==> config.mk <==
export PLATFORM = sky130hd
export DESIGN_NAME = pixel_scanner
export DESIGN_NICKNAME = d
export VERILOG_FILES = /design/src/rtl/pixel_scanner.sv
export SDC_FILE = /design/constraint.sdc
export NUM_CORES = 1
export LEC_CHECK = 0
export CELL_PAD_IN_SITES_DETAIL_PLACEMENT = 1
export CELL_PAD_IN_SITES_GLOBAL_PLACEMENT = 1
export CORE_ASPECT_RATIO = 0.75
export CORE_MARGIN = 8
export CORE_UTILIZATION = 30
export CTS_CLUSTER_DIAMETER = 200
export DETAILED_ROUTE_END_ITERATION = 12
export GPL_ROUTABILITY_DRIVEN = 0
export PLACE_DENSITY_LB_ADDON = 0.05
export SETUP_SLACK_MARGIN = 0.02
export SYNTH_ARGS = -nofsm -noshare
export SYNTH_HDL_FRONTEND = slang
export SYNTH_SLANG_ARGS = --single-unit
==> constraint.sdc <==
create_clock -name clk -period 2.46 [get_ports clk]
set_input_delay 0.369 -clock clk [delete_from_list [all_inputs] [get_ports clk]]
set_output_delay 0.369 -clock clk [all_outputs]
set_load 0.02 [all_outputs]
==> src/rtl/pixel_scanner.sv <==
// pixel_scanner: raster coordinate generator for a fixed-latency pixel source.
// Coordinates are issued in raster order; returning pixels are tagged through a
// latency pipeline and buffered in a small FIFO that feeds a valid/ready stream.
//
// Handshake: a beat moves on a rising clk edge where m_valid and m_ready are
// both high; m_valid never depends on m_ready, and while m_valid=1 with
// m_ready=0 the head beat (m_data/m_sof/m_eol) holds stable.
module pixel_scanner #(
    parameter int H_ACTIVE    = 320,
    parameter int V_ACTIVE    = 240,
    parameter int SRC_LATENCY = 1,
    parameter int FIFO_DEPTH  = 4
) (
    input  logic                          clk,
    input  logic                          rst,
    input  logic                          enable,
    output logic [$clog2(H_ACTIVE)-1:0]   x_out,
    output logic [$clog2(V_ACTIVE)-1:0]   y_out,
    output logic                          coord_valid,
    input  logic [15:0]                   pixel_in,
    output logic [15:0]                   m_data,
    output logic                          m_valid,
    input  logic                          m_ready,
    output logic                          m_sof,
    output logic                          m_eol,
    output logic                          frame_done,
    output logic [1:0]                    state_dbg
);

    localparam int XW = $clog2(H_ACTIVE);
    localparam int YW = $clog2(V_ACTIVE);
    localparam int PW = (FIFO_DEPTH > 1) ? $clog2(FIFO_DEPTH) : 1;
    localparam int CW = $clog2(FIFO_DEPTH + SRC_LATENCY + 2);

    localparam logic [XW-1:0] X_LAST   = XW'(H_ACTIVE - 1);
    localparam logic [YW-1:0] Y_LAST   = YW'(V_ACTIVE - 1);
    localparam logic [PW-1:0] PTR_LAST = PW'(FIFO_DEPTH - 1);
    localparam logic [CW-1:0] DEPTH_C  = CW'(FIFO_DEPTH);

    typedef enum logic [1:0] {
        IDLE  = 2'd0,
        SCAN  = 2'd1,
        DRAIN = 2'd2
    } state_t;

    state_t state;

    // Per-request tags travelling alongside the source latency
    logic [SRC_LATENCY-1:0] v_pipe;
    logic [SRC_LATENCY-1:0] sof_pipe;
    logic [SRC_LATENCY-1:0] eol_pipe;
    logic [SRC_LATENCY-1:0] last_pipe;

    // FIFO storage: pixel plus {last, sof, eol} flags
    logic [15:0]   mem_data [FIFO_DEPTH];
    logic [2:0]    mem_flag [FIFO_DEPTH];
    logic [PW-1:0] wr_ptr;
    logic [PW-1:0] rd_ptr;
    logic [CW-1:0] occ;
    logic [CW-1:0] in_flight;

    logic issue;
    logic push;
    logic pop;
    logic at_x_last;
    logic at_y_last;
    logic req_sof;
    logic req_eol;
    logic req_last;

    // Count requests still inside the source latency window
    always_comb begin
        in_flight = '0;
        for (int i = 0; i < SRC_LATENCY; i++) begin
            in_flight = in_flight + CW'(v_pipe[i]);
        end
    end

    assign at_x_last = (x_out == X_LAST);
    assign at_y_last = (y_out == Y_LAST);
    assign req_sof   = (x_out == '0) && (y_out == '0);
    assign req_eol   = at_x_last;
    assign req_last  = at_x_last && at_y_last;

    assign pop  = (occ != '0) && m_ready;
    assign push = v_pipe[SRC_LATENCY-1];

    // A pop on this edge frees a slot, so it is credited before the space
    // test; this keeps one pixel per cycle with FIFO_DEPTH = SRC_LATENCY+1
    // while occupancy plus in-flight still never exceeds FIFO_DEPTH.
    assign issue       = (state == SCAN) && ((occ + in_flight) < (DEPTH_C + CW'(pop)));
    assign coord_valid = issue;
    assign state_dbg   = state;

    // Scan FSM and raster coordinate counter
    always_ff @(posedge clk or negedge rst) begin
        if (!rst) begin
            state <= IDLE;
            x_out <= '0;
            y_out <= '0;
        end else begin
            case (state)
                IDLE: begin
                    if (enable) state <= SCAN;
                end
                SCAN: begin
                    if (issue) begin
                        if (at_x_last) begin
                            x_out <= '0;
                            y_out <= at_y_last ? '0 : y_out + YW'(1);
                        end else begin
                            x_out <= x_out + XW'(1);
                        end
                        if (req_last && !enable) state <= DRAIN;
                    end
                end
                DRAIN: begin
                    if ((occ == '0) && (in_flight == '0)) state <= IDLE;
                end
                default: state <= IDLE;
            endcase
        end
    end

    // Latency pipeline carrying valid and position tags for each request
    always_ff @(posedge clk or negedge rst) begin
        if (!rst) begin
            v_pipe    <= '0;
            sof_pipe  <= '0;
            eol_pipe  <= '0;
            last_pipe <= '0;
        end else begin
            v_pipe[0]    <= issue;
            sof_pipe[0]  <= issue && req_sof;
            eol_pipe[0]  <= issue && req_eol;
            last_pipe[0] <= issue && req_last;
            for (int i = 1; i < SRC_LATENCY; i++) begin
                v_pipe[i]    <= v_pipe[i-1];
                sof_pipe[i]  <= sof_pipe[i-1];
                eol_pipe[i]  <= eol_pipe[i-1];
                last_pipe[i] <= last_pipe[i-1];
            end
        end
    end

    // FIFO storage write; contents are qualified by occupancy so need no reset
    always_ff @(posedge clk) begin
        if (push) begin
            mem_data[wr_ptr] <= pixel_in;
            mem_flag[wr_ptr] <= {last_pipe[SRC_LATENCY-1], sof_pipe[SRC_LATENCY-1],
                                 eol_pipe[SRC_LATENCY-1]};
        end
    end

    // FIFO pointers, occupancy and end-of-frame pulse
    always_ff @(posedge clk or negedge rst) begin
        if (!rst) begin
            wr_ptr     <= '0;
            rd_ptr     <= '0;
            occ        <= '0;
            frame_done <= 1'b0;
        end else begin
            if (push) wr_ptr <= (wr_ptr == PTR_LAST) ? '0 : wr_ptr + PW'(1);
            if (pop)  rd_ptr <= (rd_ptr == PTR_LAST) ? '0 : rd_ptr + PW'(1);
            occ        <= occ + CW'(push) - CW'(pop);
            frame_done <= pop && mem_flag[rd_ptr][2];
        end
    end

    assign m_valid = (occ != '0);
    assign m_data  = m_valid ? mem_data[rd_ptr] : 16'h0000;
    assign m_sof   = m_valid && mem_flag[rd_ptr][1];
    assign m_eol   = m_valid && mem_flag[rd_ptr][0];

endmodule

==> flow_summary_export.csv <==
group,metric,value,unit
status,outcome,"complete, no violations",
final_layout,areaGrowthSynthToFinish,28.9,%
sta,setup_viol,0,
sta,final-hold-violation-count,0,
routing,wl_met2,4.56,mm
routing,routedWlPerCell,17.8,um
final_layout,nets,401,
sta,rsz0062_at_grt,"no",
worst_hold_path,hold_path.class,"primary input to async pin",
synthesis,yosys-top-cells-count,"edfxtp_1, dfrtp_1, and2_1",
clock_tree,cts_tree,"done",
sta,post-route-period-util,0.941,
routing,first_pass_iters,5,
clock_tree,cts_setup_buffers,0,
synthesis,synth-seq-cells,107,
synthesis,synth-xor-area-share,0.0156,
synthesis,synth_cell_type_count,37,
grt,track_usage,0.112,
clock_tree,cts.sinks,107,
setup_path,crit_top_cell,"inv_1",
setup_path,rr_worst_depth,12,
routing,viasPerCell,4.63,
synthesis,async_reset_ff_frac,0.290,
setup_path,end_kind,"output port",
synthesis,synthAdderAreaFrac,0.0363,
routing,drt_iter0_drc,168,
floorplanning,die_width,157,um
placement,dp_hpwl,7.11,mm
clock_tree,holdBufCountCts,0,
routing,ant_nets,0,
final_layout,regArea,3060,um2
synthesis,synth.avg_cell_area,15.9,um2
clock_tree,cts-root-buf,"clkbuf_16",
placement,placed_area,5500,um2
power_and_ir_drop,vdd_drop_max,0.390,mV
grt,overflow,0,
setup_path,worstSetupPathType,"flop to output port",
sta,maxSlewHeadroom,0.566,
synthesis,synth_top_family_by_area,"simple AND/OR/NAND/NOR gates",
grt,grt_pass1_wl,16.1,mm
synthesis,synth_ff_type,"edfxtp_1",
synthesis,syn-instance-count,283,
synthesis,synth_edf_count,76,
synthesis,synthesis.area,4490,um2
synthesis,syn_nets,316,
routing,finalWirelength,10.2,mm
synthesis,synth_top_area_frac,0.509,
floorplanning,initial_core_util,0.308,
final_layout,fillCellCount,1526,
floorplanning,ios,60,
synthesis,synth_mux_area_frac,0.101,
setup_path,rrSetupSlack,0.24,ns
sta,hold_slack,0.443,ns
routing,vias,2654,
clock_tree,clk_pin_slew,0.08,ns
sta,skew,0.0120,ns
grt,grt_pass1_vias,2819,
sta,tightest_slew,0.635,ns
synthesis,synth_compound_area_frac,0.0374,
placement,port_buffers,59,
floorplanning,num_rows,38,
routing,dr_wl_met3,502,um
synthesis,yosysMostFrequentCell,"edfxtp_1",
setup_path,cp_max_fo,2,
setup_path,crit_chain,"or3_1 > nand2_1 > inv_1 > ha_1 > nand2b_1 > a21o_1 > inv_1 > buf_2",
routing,drc,0,
floorplanning,core,14500,um2
sta,timing.final.max_slew_violations,0,
synthesis,synth_area_leaders,"edfxtp_1, dfrtp_1, mux4_2, ha_1, and2_1",
clock_tree,clk_latency,0.34,ns
synthesis,yosys.area_share.simple,0.104,
floorplanning,die_h,122,um
final_layout,drive_above_1_share,0.182,
final_layout,multi_input_area,1320,um2
synthesis,ys_seq_area_frac,0.682,
clock_tree,htreeDepth,3,
final_layout,diodes,0,
final_layout,final_area,5780,um2
setup_path,cpPeakStageDelay,0.39,ns
setup_path,critPathLaunchType,"flop",
grt,grt_max_degree,32,
clock_tree,max-clock-path-buffers,2,
routing,wl_met1,5.03,mm
synthesis,yosysWarnings,0,
setup_path,critPathArrivalTime,1.95,ns
grt,antenna_found_initial,0,
setup_path,required,2.09,ns
sta,period_needed,2.32,ns
power_and_ir_drop,p_per_area,1280,nW/um2
setup_path,crit_slowest_cell,"dfrtp_1",
synthesis,yosysTopAreaCell,"edfxtp_1",
routing,dr.max_layer_used,"met4",
sta,max_freq,432,MHz
clock_tree,cts_buffers,9,
floorplanning,dieArea,19200,um2
power_and_ir_drop,leakage,2.17,nW
job,cap_violations,0,
worst max-delay path, delay by kind of cell, from the launching register on:
kind,cells,cell delay [ns]
AND/OR/NAND/NOR,3,0.60
adder cells (fa/ha/maj),1,0.19
flip-flops,1,0.39
buffers and inverters,3,0.28
AO/OA/AOI/OAI,1,0.16
cell type report:
cell class              instances  share of cell area
flip-flops and latches        107               0.529
multi-input cells             149               0.228
repair buffers                 86               0.137
well taps                     200              0.0433
clock buffers                   9              0.0389
clock inverters                 7              0.0138
inverters                      15             0.00974
cells by family after synthesis:
family                     count (synthesis)
DFF                                      107
and+or+nand+nor                           82
buffers and inverters                     27
AOI/OAI and AO/OA                         25
muxes                                     21
adders and majority gates                 13
xor gates and xnor gates                   8
cells in the final DEF, fill, tap and decap left out, types with 4 or more instances in the layout:
cell type        count
clkdlybuf4s50_1     40
buf_4               25
dfrtp_1             30
ha_1                13
mux4_2              19
nand2_1             10
and2_1              23
inv_1               15
clkbuf_16            9
nor2_1               6
xor2_1               4
xnor2_1              4
nand3_1             12
edfxtp_1            76
o21ai_0              9
dlygate4sd2_1       18
nor4_1               6
nand4_1              6
state kept, by name, indices dropped and copies added, names as in the netlist:
register,flops
mem_flag,12
x_out,9
y_out,8
last_pipe,1
mem_data,64
sof_pipe,1
eol_pipe,1
state_dbg,2
frame_done,1
occ,3
push,1
wr_ptr,2
rd_ptr,2
where the power goes:
group,internal [mW],switching [mW]
clock,0.806,0.658
combinational,1.43,1.75
sequential,2.49,0.236
per-layer routing:
metal,vias up,GRT usage
met2,49,0.169
li1,1249,-
met3,10,0.0375
met1,1346,0.153
met5,-,0
met4,0,0.0320
final timing paths:
check	start	end
worst max-delay path	occ[2]	coord_valid
worst min-delay path	rst	y_out[5]
worst max register to register	occ[2]	y_out[3]
worst min register to register	sof_pipe	mem_flag[2][1]
max in group asynchronous	rst	rd_ptr[0]
min in group clk	sof_pipe	mem_flag[2][1]
stage by stage:
stage | instances | util | worst slack (ns) | setup TNS [ns] | power, mW
floorplan | 283 | - | 0.110 | 0 | 4.63
global placement | 557 | 0.378 | -0.0732 | -0.0732 | 6.20
detailed placement | 557 | 0.378 | -0.0461 | -0.0461 | 6.24
CTS | 573 | 0.397 | 0.108 | 0 | 7.54
global route | 573 | 0.397 | 0.0208 | 0 | 7.88
finish | 573 | 0.397 | 0.145 | 0 | 7.38
what timing repair did:
item,in CTS,in global routing
gates cloned,0,0
resized for setup,23,0
hold endpoints to repair,0,0
pin swaps,0,1
endpoints found under the setup margin,19,1
Note: power is estimated with default switching activity, not from simulation.
